File: config.mk
export PLATFORM = sky130hd
export DESIGN_NAME = sync_fifo_64to256_flat
export DESIGN_NICKNAME = d
export VERILOG_FILES = /design/src/rtl/sync_fifo_64to256_pkg.sv /design/src/rtl/sync_fifo_64to256_if.sv /design/src/rtl/sync_fifo_64to256_ctrl.sv /design/src/rtl/sync_fifo_64to256.sv /design/src/flat_wrapper.sv
export SDC_FILE = /design/constraint.sdc
export NUM_CORES = 1
export LEC_CHECK = 0
export CELL_PAD_IN_SITES_DETAIL_PLACEMENT = 1
export CELL_PAD_IN_SITES_GLOBAL_PLACEMENT = 2
export CORE_ASPECT_RATIO = 1.25
export CORE_MARGIN = 2
export CORE_UTILIZATION = 35
export CTS_CLUSTER_SIZE = 30
export DETAILED_ROUTE_END_ITERATION = 7
export GPL_ROUTABILITY_DRIVEN = 0
export PLACE_DENSITY_LB_ADDON = 0.12
export SYNTH_ARGS = -nofsm -noshare
export SYNTH_HDL_FRONTEND = slang
export SYNTH_SLANG_ARGS = --single-unit
File: constraint.sdc
create_clock -name clk -period 3.1 [get_ports clk]
set_input_delay 0.62 -clock clk [delete_from_list [all_inputs] [get_ports clk]]
set_output_delay 0.62 -clock clk [all_outputs]
set_load 0.01 [all_outputs]
File: src/rtl/sync_fifo_64to256_pkg.sv
// Shared constants and types for the 64-to-256 width-up FIFO.
// Defaults, the pack ratio, output-mode encodings and the level-update opcode.
package sync_fifo_64to256_pkg;

  localparam int PACK_RATIO  = 4;
  localparam int DEF_WIDTH_I = 64;
  localparam int DEF_WIDTH_O = 256;

  localparam int OUT_COMB = 0;
  localparam int OUT_REG  = 1;

  typedef enum logic [1:0] {
    LVL_HOLD,
    LVL_INC,
    LVL_DEC3,
    LVL_DEC4
  } lvl_op_e;

endpackage

File: src/rtl/sync_fifo_64to256_if.sv
// Handshake bundle for the width-up FIFO: narrow write side, wide read side.
// Error flags exist only when SYNC_FIFO_64TO256_ERR_EN is defined.
interface sync_fifo_64to256_if
  import sync_fifo_64to256_pkg::*;
#(
  parameter int DATA_WIDTH_I = DEF_WIDTH_I,
  parameter int DATA_WIDTH_O = DEF_WIDTH_O,
  parameter int FIFO_DEPTH   = 16
);
  localparam int LW = $clog2(FIFO_DEPTH) + 1;

  logic                    fifo_wr;
  logic [DATA_WIDTH_I-1:0] fifo_din;
  logic                    fifo_full;
  logic                    fifo_rd;
  logic [DATA_WIDTH_O-1:0] fifo_dout;
  logic                    fifo_empty;
  logic [LW-1:0]           fifo_level;
`ifdef SYNC_FIFO_64TO256_ERR_EN
  logic                    fifo_ovf;
  logic                    fifo_udf;
`endif

  modport master (
    output fifo_wr, fifo_din, fifo_rd,
    input  fifo_full, fifo_dout, fifo_empty, fifo_level
`ifdef SYNC_FIFO_64TO256_ERR_EN
    , input fifo_ovf, fifo_udf
`endif
  );

  modport slave (
    input  fifo_wr, fifo_din, fifo_rd,
    output fifo_full, fifo_dout, fifo_empty, fifo_level
`ifdef SYNC_FIFO_64TO256_ERR_EN
    , output fifo_ovf, fifo_udf
`endif
  );

endinterface

File: src/rtl/sync_fifo_64to256_ctrl.sv
// Pointer, level and flag control for the width-up FIFO.
// With SYNC_FIFO_64TO256_ERR_EN defined it also keeps sticky overflow/underflow flags.
module sync_fifo_64to256_ctrl
  import sync_fifo_64to256_pkg::*;
#(
  parameter  int FIFO_DEPTH = 16,
  localparam int AW         = $clog2(FIFO_DEPTH),
  localparam int LW         = AW + 1
) (
  input  logic          clk,
  input  logic          rst,
  input  logic          fifo_wr,
  input  logic          fifo_rd,
  output logic          wr_en,
  output logic          rd_en,
  output logic [AW-1:0] wr_ptr,
  output logic [AW-1:0] rd_ptr,
  output logic [LW-1:0] level,
  output logic          full,
  output logic          empty
`ifdef SYNC_FIFO_64TO256_ERR_EN
  , output logic        ovf
  , output logic        udf
`endif
);

  lvl_op_e op;

  assign full  = (level == LW'(FIFO_DEPTH));
  assign empty = (level < LW'(PACK_RATIO));
  assign wr_en = fifo_wr & ~full;
  assign rd_en = fifo_rd & ~empty;

  always_comb begin
    op = LVL_HOLD;
    case ({wr_en, rd_en})
      2'b11:   op = LVL_DEC3;
      2'b10:   op = LVL_INC;
      2'b01:   op = LVL_DEC4;
      default: op = LVL_HOLD;
    endcase
  end

  // Pointers wrap naturally at FIFO_DEPTH; rd_ptr only ever moves by whole groups.
  always_ff @(posedge clk) begin
    if (rst) begin
      wr_ptr <= '0;
      rd_ptr <= '0;
      level  <= '0;
    end else begin
      if (wr_en) wr_ptr <= wr_ptr + AW'(1);
      if (rd_en) rd_ptr <= rd_ptr + AW'(PACK_RATIO);
      case (op)
        LVL_INC:  level <= level + LW'(1);
        LVL_DEC3: level <= level - LW'(PACK_RATIO - 1);
        LVL_DEC4: level <= level - LW'(PACK_RATIO);
        default:  level <= level;
      endcase
    end
  end

`ifdef SYNC_FIFO_64TO256_ERR_EN
  always_ff @(posedge clk) begin
    if (rst) begin
      ovf <= 1'b0;
      udf <= 1'b0;
    end else begin
      if (fifo_wr & full)  ovf <= 1'b1;
      if (fifo_rd & empty) udf <= 1'b1;
    end
  end
`endif

endmodule

File: src/rtl/sync_fifo_64to256.sv
// Width-up FIFO: packs four 64-bit writes into one 256-bit read word, oldest word in the LSBs.
// Define SYNC_FIFO_64TO256_ERR_EN to add sticky fifo_ovf/fifo_udf outputs.
module sync_fifo_64to256
  import sync_fifo_64to256_pkg::*;
#(
  parameter int DATA_WIDTH_I = DEF_WIDTH_I,
  parameter int DATA_WIDTH_O = DEF_WIDTH_O,
  parameter int FIFO_DEPTH   = 16,
  parameter int OUTPUT_MODE  = OUT_COMB
) (
  input  logic                 clk,
  input  logic                 rst,
  sync_fifo_64to256_if.slave   bus
);

  localparam int AW = $clog2(FIFO_DEPTH);
  localparam int LW = AW + 1;

  logic                    wr_en;
  logic                    rd_en;
  logic [AW-1:0]           wr_ptr;
  logic [AW-1:0]           rd_ptr;
  logic [LW-1:0]           level;
  logic                    full;
  logic                    empty;
  logic [DATA_WIDTH_I-1:0] mem [FIFO_DEPTH];
  logic [DATA_WIDTH_O-1:0] rd_word;
  logic [DATA_WIDTH_O-1:0] dout_q;

  sync_fifo_64to256_ctrl #(
    .FIFO_DEPTH (FIFO_DEPTH)
  ) u_ctrl (
    .clk     (clk),
    .rst     (rst),
    .fifo_wr (bus.fifo_wr),
    .fifo_rd (bus.fifo_rd),
    .wr_en   (wr_en),
    .rd_en   (rd_en),
    .wr_ptr  (wr_ptr),
    .rd_ptr  (rd_ptr),
    .level   (level),
    .full    (full),
    .empty   (empty)
`ifdef SYNC_FIFO_64TO256_ERR_EN
    , .ovf   (bus.fifo_ovf)
    , .udf   (bus.fifo_udf)
`endif
  );

  assign bus.fifo_full  = full;
  assign bus.fifo_empty = empty;
  assign bus.fifo_level = level;

  always_ff @(posedge clk) begin
    if (rst) begin
      for (int i = 0; i < FIFO_DEPTH; i++) mem[i] <= '0;
    end else if (wr_en) begin
      mem[wr_ptr] <= bus.fifo_din;
    end
  end

  // rd_ptr is group-aligned and the depth is a multiple of 4, so a group never straddles the wrap.
  always_comb begin
    rd_word = '0;
    for (int k = 0; k < PACK_RATIO; k++)
      rd_word[k*DATA_WIDTH_I +: DATA_WIDTH_I] = mem[rd_ptr + AW'(k)];
  end

  always_ff @(posedge clk) begin
    if (rst)        dout_q <= '0;
    else if (rd_en) dout_q <= rd_word;
  end

  assign bus.fifo_dout = (OUTPUT_MODE == OUT_REG) ? dout_q : rd_word;

endmodule
File: src/flat_wrapper.sv
// flat-port wrapper written by rule: the top's interface ports become plain ports
module sync_fifo_64to256_flat import sync_fifo_64to256_pkg::*;
#(
  parameter int DATA_WIDTH_I = DEF_WIDTH_I,
  parameter int DATA_WIDTH_O = DEF_WIDTH_O,
  parameter int FIFO_DEPTH   = 16,
  parameter int OUTPUT_MODE  = OUT_COMB
)
  (clk, rst, bus_fifo_wr, bus_fifo_din, bus_fifo_rd, bus_fifo_full, bus_fifo_dout, bus_fifo_empty, bus_fifo_level);
  sync_fifo_64to256_if #(.DATA_WIDTH_I(DATA_WIDTH_I), .DATA_WIDTH_O(DATA_WIDTH_O), .FIFO_DEPTH(FIFO_DEPTH)) bus_i ();
  input  logic clk;
  input  logic rst;
  input wire logic [$bits(bus_i.fifo_wr)-1:0] bus_fifo_wr;
  input wire logic [$bits(bus_i.fifo_din)-1:0] bus_fifo_din;
  input wire logic [$bits(bus_i.fifo_rd)-1:0] bus_fifo_rd;
  output wire logic [$bits(bus_i.fifo_full)-1:0] bus_fifo_full;
  output wire logic [$bits(bus_i.fifo_dout)-1:0] bus_fifo_dout;
  output wire logic [$bits(bus_i.fifo_empty)-1:0] bus_fifo_empty;
  output wire logic [$bits(bus_i.fifo_level)-1:0] bus_fifo_level;
  assign bus_i.fifo_wr = bus_fifo_wr;
  assign bus_i.fifo_din = bus_fifo_din;
  assign bus_i.fifo_rd = bus_fifo_rd;
  assign bus_fifo_full = bus_i.fifo_full;
  assign bus_fifo_dout = bus_i.fifo_dout;
  assign bus_fifo_empty = bus_i.fifo_empty;
  assign bus_fifo_level = bus_i.fifo_level;
  sync_fifo_64to256 #(.DATA_WIDTH_I(DATA_WIDTH_I), .DATA_WIDTH_O(DATA_WIDTH_O), .FIFO_DEPTH(FIFO_DEPTH), .OUTPUT_MODE(OUTPUT_MODE)) u_core (.clk(clk), .rst(rst), .bus(bus_i));
endmodule
==> reports/metrics.yaml <==
die:
  boundaryPins: 331
  die_w_um: 318
  start_util: 0.351
  num_rows: 144
  core-area_sq_mm: 0.123
  die_h_um: 397
  die_area_sq_mm: 0.126
setup_path:
  critPathLaunchType: "flip-flop"
  cp.required_ps: 2480
  cp_slowest_cell: "mux4_2"
  crit_chain: "buf_12, buf_12, buf_12, buf_4, buf_6, mux4_2, buf_6"
  crit_arrival_ps: 2460
  cp_common_cell: "buf_12"
  slowest_delay_ps: 530
  path_class: "flip-flop to output pin"
  r2r_slack_ps: 400
  rr_startpoint: "u_core.u_ctrl.level[2]"
  endpoint_kind: "output pin"
  crit_path_start: "u_core.u_ctrl.rd_ptr[2]"
  cp_max_fo: 9
place:
  io_buffer_count: 330
  post-place-ws_ps: 58.0
  place_hpwl_um: 94300
yosys:
  synth.area.top_cells: "edfxtp_1 71%, mux4_2 13%, nor2_1 9.0%, nand2_1 2.3%, buf_2 1.7%"
  synth_top_family_by_area: "multiplexers"
  syn_area_per_cell_sq_um: 15.0
  synth_fp_nets: 2950
  synth_edf_count: 1024
  ys_seq_area_frac: 0.718
  synth-simple-area-share: 0.116
  synth_seq_cells: 1037
  synth_top_flop_cell: "edfxtp_1"
  synthMuxAreaShare: 0.134
  ys_top_cells_by_count: "1035 x nor2_1, 1024 x edfxtp_1, 265 x nand2_1, 256 x mux4_2, 146 x buf_2"
  synthDistinctLibCells: 29
  synthAdderAreaFrac: 0.00290
  yosysWarnings: 0
  yosysMostFrequentCell: "nor2_1"
  synth_top_area_frac: 0.712
  synth-compound-area-share: 0.00472
  async_flop_share: 0
  synth-xor-area-share: 0.00183
  synthCells: 2872
  syn_area_sq_mm: 0.0432
  synth_top_cell_by_area: "edfxtp_1"
global_routing:
  grt_first_pass_wirelength_um: 214000
  grt_max_degree: 149
  grt_usage: 0.240
  grt_pass1_vias: 28800
  antenna_found_initial: 4
  grt-ovfl-total: 0
finish:
  final_core_util: 0.438
  fillers: 12300
  syn_to_final_growth_pct: 24.7
  layout-drive-gt1-share: 0.220
  fin_nets: 3374
drt:
  drt_first_pass_iters: 5
  viasPerCell: 5.33
  wl_per_cell_um: 30.3
  via_count: 26600
  drtIter0Drc: 2433
  post-route-drc-count: 0
  ant_nets: 0
  wl_um: 151000
timing:
  slew_headroom: 0.490
  post-route-min-period_ps: 3080
  slew_violations: 0
  rsz0062_at_grt: "true"
  fmax_mhz: 325
  period_share: 0.992
  setup_tns_ps: 0
  fin_ws_ps: 24.9
  whs_ps: 530
  fin_skew_ps: 25.1
  tightestPinTransition_ps: 765
  hold_viol: 0
  setup_viol: 0
worst_hold_path:
  min-delay-start: "u_core.u_ctrl.wr_ptr[1]"
  min_path_type: "flip-flop to flip-flop"
clock_network:
  cts_sinks: 1037
  cts_buffer_depth: 3
  clk_pin_slew_ps: 60
  hold_buffers: 0
  clockRootBuffer: "clkbuf_16"
  h-tree-depth: 3
  cts_tree: "done"
  clk_latency_ps: 710
  cts_buffers: 108
pwr:
  leakage_nw: 18.5
  power.density_mw_per_mm2: 753
  switchingPower_mw: 11.4
  combinationalPowerShare: 0.263
  sw_frac_of_total: 0.281
  power_frac_seq: 0.404
  vdd_drop_max_mv: 0.468
  pwr-share-clk: 0.333
  p_int_mw: 29.1
outcome:
  status: "finished, final reports clean"
run:
  drv_cap: 0
## placed cells by master (no fill, tap or decap), types with 3 or more instances in the layout
| cell type | synthesis | routed |
|---|---|---|
| xor2_1 | 3 | 3 |
| inv_1 | 8 | 7 |
| nand2_1 | 265 | 261 |
| ha_1 | 10 | 10 |
| buf_2 | 146 | 63 |
| xnor2_1 | 6 | 6 |
| clkdlybuf4s50_1 | 0 | 76 |
| edfxtp_1 | 1024 | 1024 |
| clkbuf_1 | 39 | 23 |
| and2_1 | 5 | 4 |
| bufinv_16 | 0 | 16 |
| clkdlybuf4s15_1 | 0 | 25 |
| mux4_2 | 256 | 256 |
| nor2_1 | 1035 | 1034 |
| a21o_4 | 0 | 16 |
| clkinv_2 | 0 | 13 |
| dlygate4sd2_1 | 0 | 110 |
| a21oi_1 | 4 | 4 |
| dfxtp_4 | 0 | 4 |
| buf_4 | 0 | 65 |
| buf_16 | 0 | 19 |
| buf_12 | 0 | 91 |
| clkbuf_16 | 0 | 113 |
| buf_6 | 0 | 36 |
| nand2_4 | 0 | 4 |
| clkinv_1 | 0 | 27 |
| clkbuf_2 | 1 | 26 |
| clkinvlp_4 | 0 | 4 |
| nand3_1 | 7 | 7 |
| dfxtp_1 | 13 | 9 |
| inv_6 | 0 | 3 |
## through the flow
stage	cells	instance area (sq um)	power, mW
after floorplan	2872	43200	21.3
after global placement	4717	49600	26.6
after detailed placement	4717	49600	26.6
after CTS	4979	53800	40.9
after global routing	4992	53800	41.9
final	4993	53800	40.5
## cell type report
class / instances / area [sq um] / area share
Clock inverter: 66 / 741 / 0.0138
Sequential cell: 1037 / 31000 / 0.576
Tap cell: 1606 / 2010 / 0.0373
Clock buffer: 134 / 2860 / 0.0532
Inverter: 8 / 32.5 / 0.000604
Antenna cell: 1 / 2.50 / 0.0000465
Multi-Input combinational cell: 1623 / 11400 / 0.211
Timing Repair Buffer: 518 / 5810 / 0.108
## cell families after synthesis
| kind of cell | Yosys count |
|---|---|
| AO/OA/AOI/OAI | 28 |
| XOR/XNOR | 9 |
| adder cells (fa/ha/maj) | 10 |
| buffers and inverters | 212 |
| flip-flops | 1037 |
| multiplexers | 257 |
| AND/OR/NAND/NOR | 1319 |
## power by group through the flow
stage	sequential [mW]	clock (mW)	combinational (mW)
floorplan	16.5	0	4.82
global placement	16.6	0	9.98
detailed placement	16.7	0	9.97
CTS	16.4	13.7	10.7
global route	16.4	14.2	11.2
finish	16.4	13.5	10.7
## state kept, by name, indices dropped and copies added, names as in the netlist, named ones only
signal and cells:
u_core.mem 1024, u_core.u_ctrl.level 5, u_core.u_ctrl.rd_ptr 2, u_core.u_ctrl.wr_ptr 4
## worst max-delay path, delay by kind of cell (launching register included)
family	cells	cell delay, ps
flip-flops	1	390
buffers and inverters	6	800
multiplexers	1	530
## final timing paths
| kind | end | cells past startpoint |
|---|---|---|
| worst max-delay path | bus_fifo_dout[168] | 7 |
| worst min register to register | u_core.u_ctrl.wr_ptr[1] | 2 |
| worst min-delay path | u_core.u_ctrl.wr_ptr[1] | 2 |
| worst max register to register | u_core.mem[14][28] | 8 |
## routing by layer
metal  share of wire  global-route usage  wire length (um)  vias to the layer above
met5        0.000086                   0                13                        -
met4           0.032              0.0845              4850                        2
met3           0.059              0.0366              8870                      205
met2            0.50               0.411             76300                      959
met1            0.40               0.309             61200                    14100
li1                -                   -                 -                    11300
## what timing repair did
| item | in CTS | in global routing |
|---|---|---|
| buffers inserted | 50 | 15 |
| setup endpoints to repair | 257 | 51 |
| gates resized for setup | 614 | 70 |
| cloned | 12 | 2 |
No activity file was read; power rests on OpenSTA's default activity.
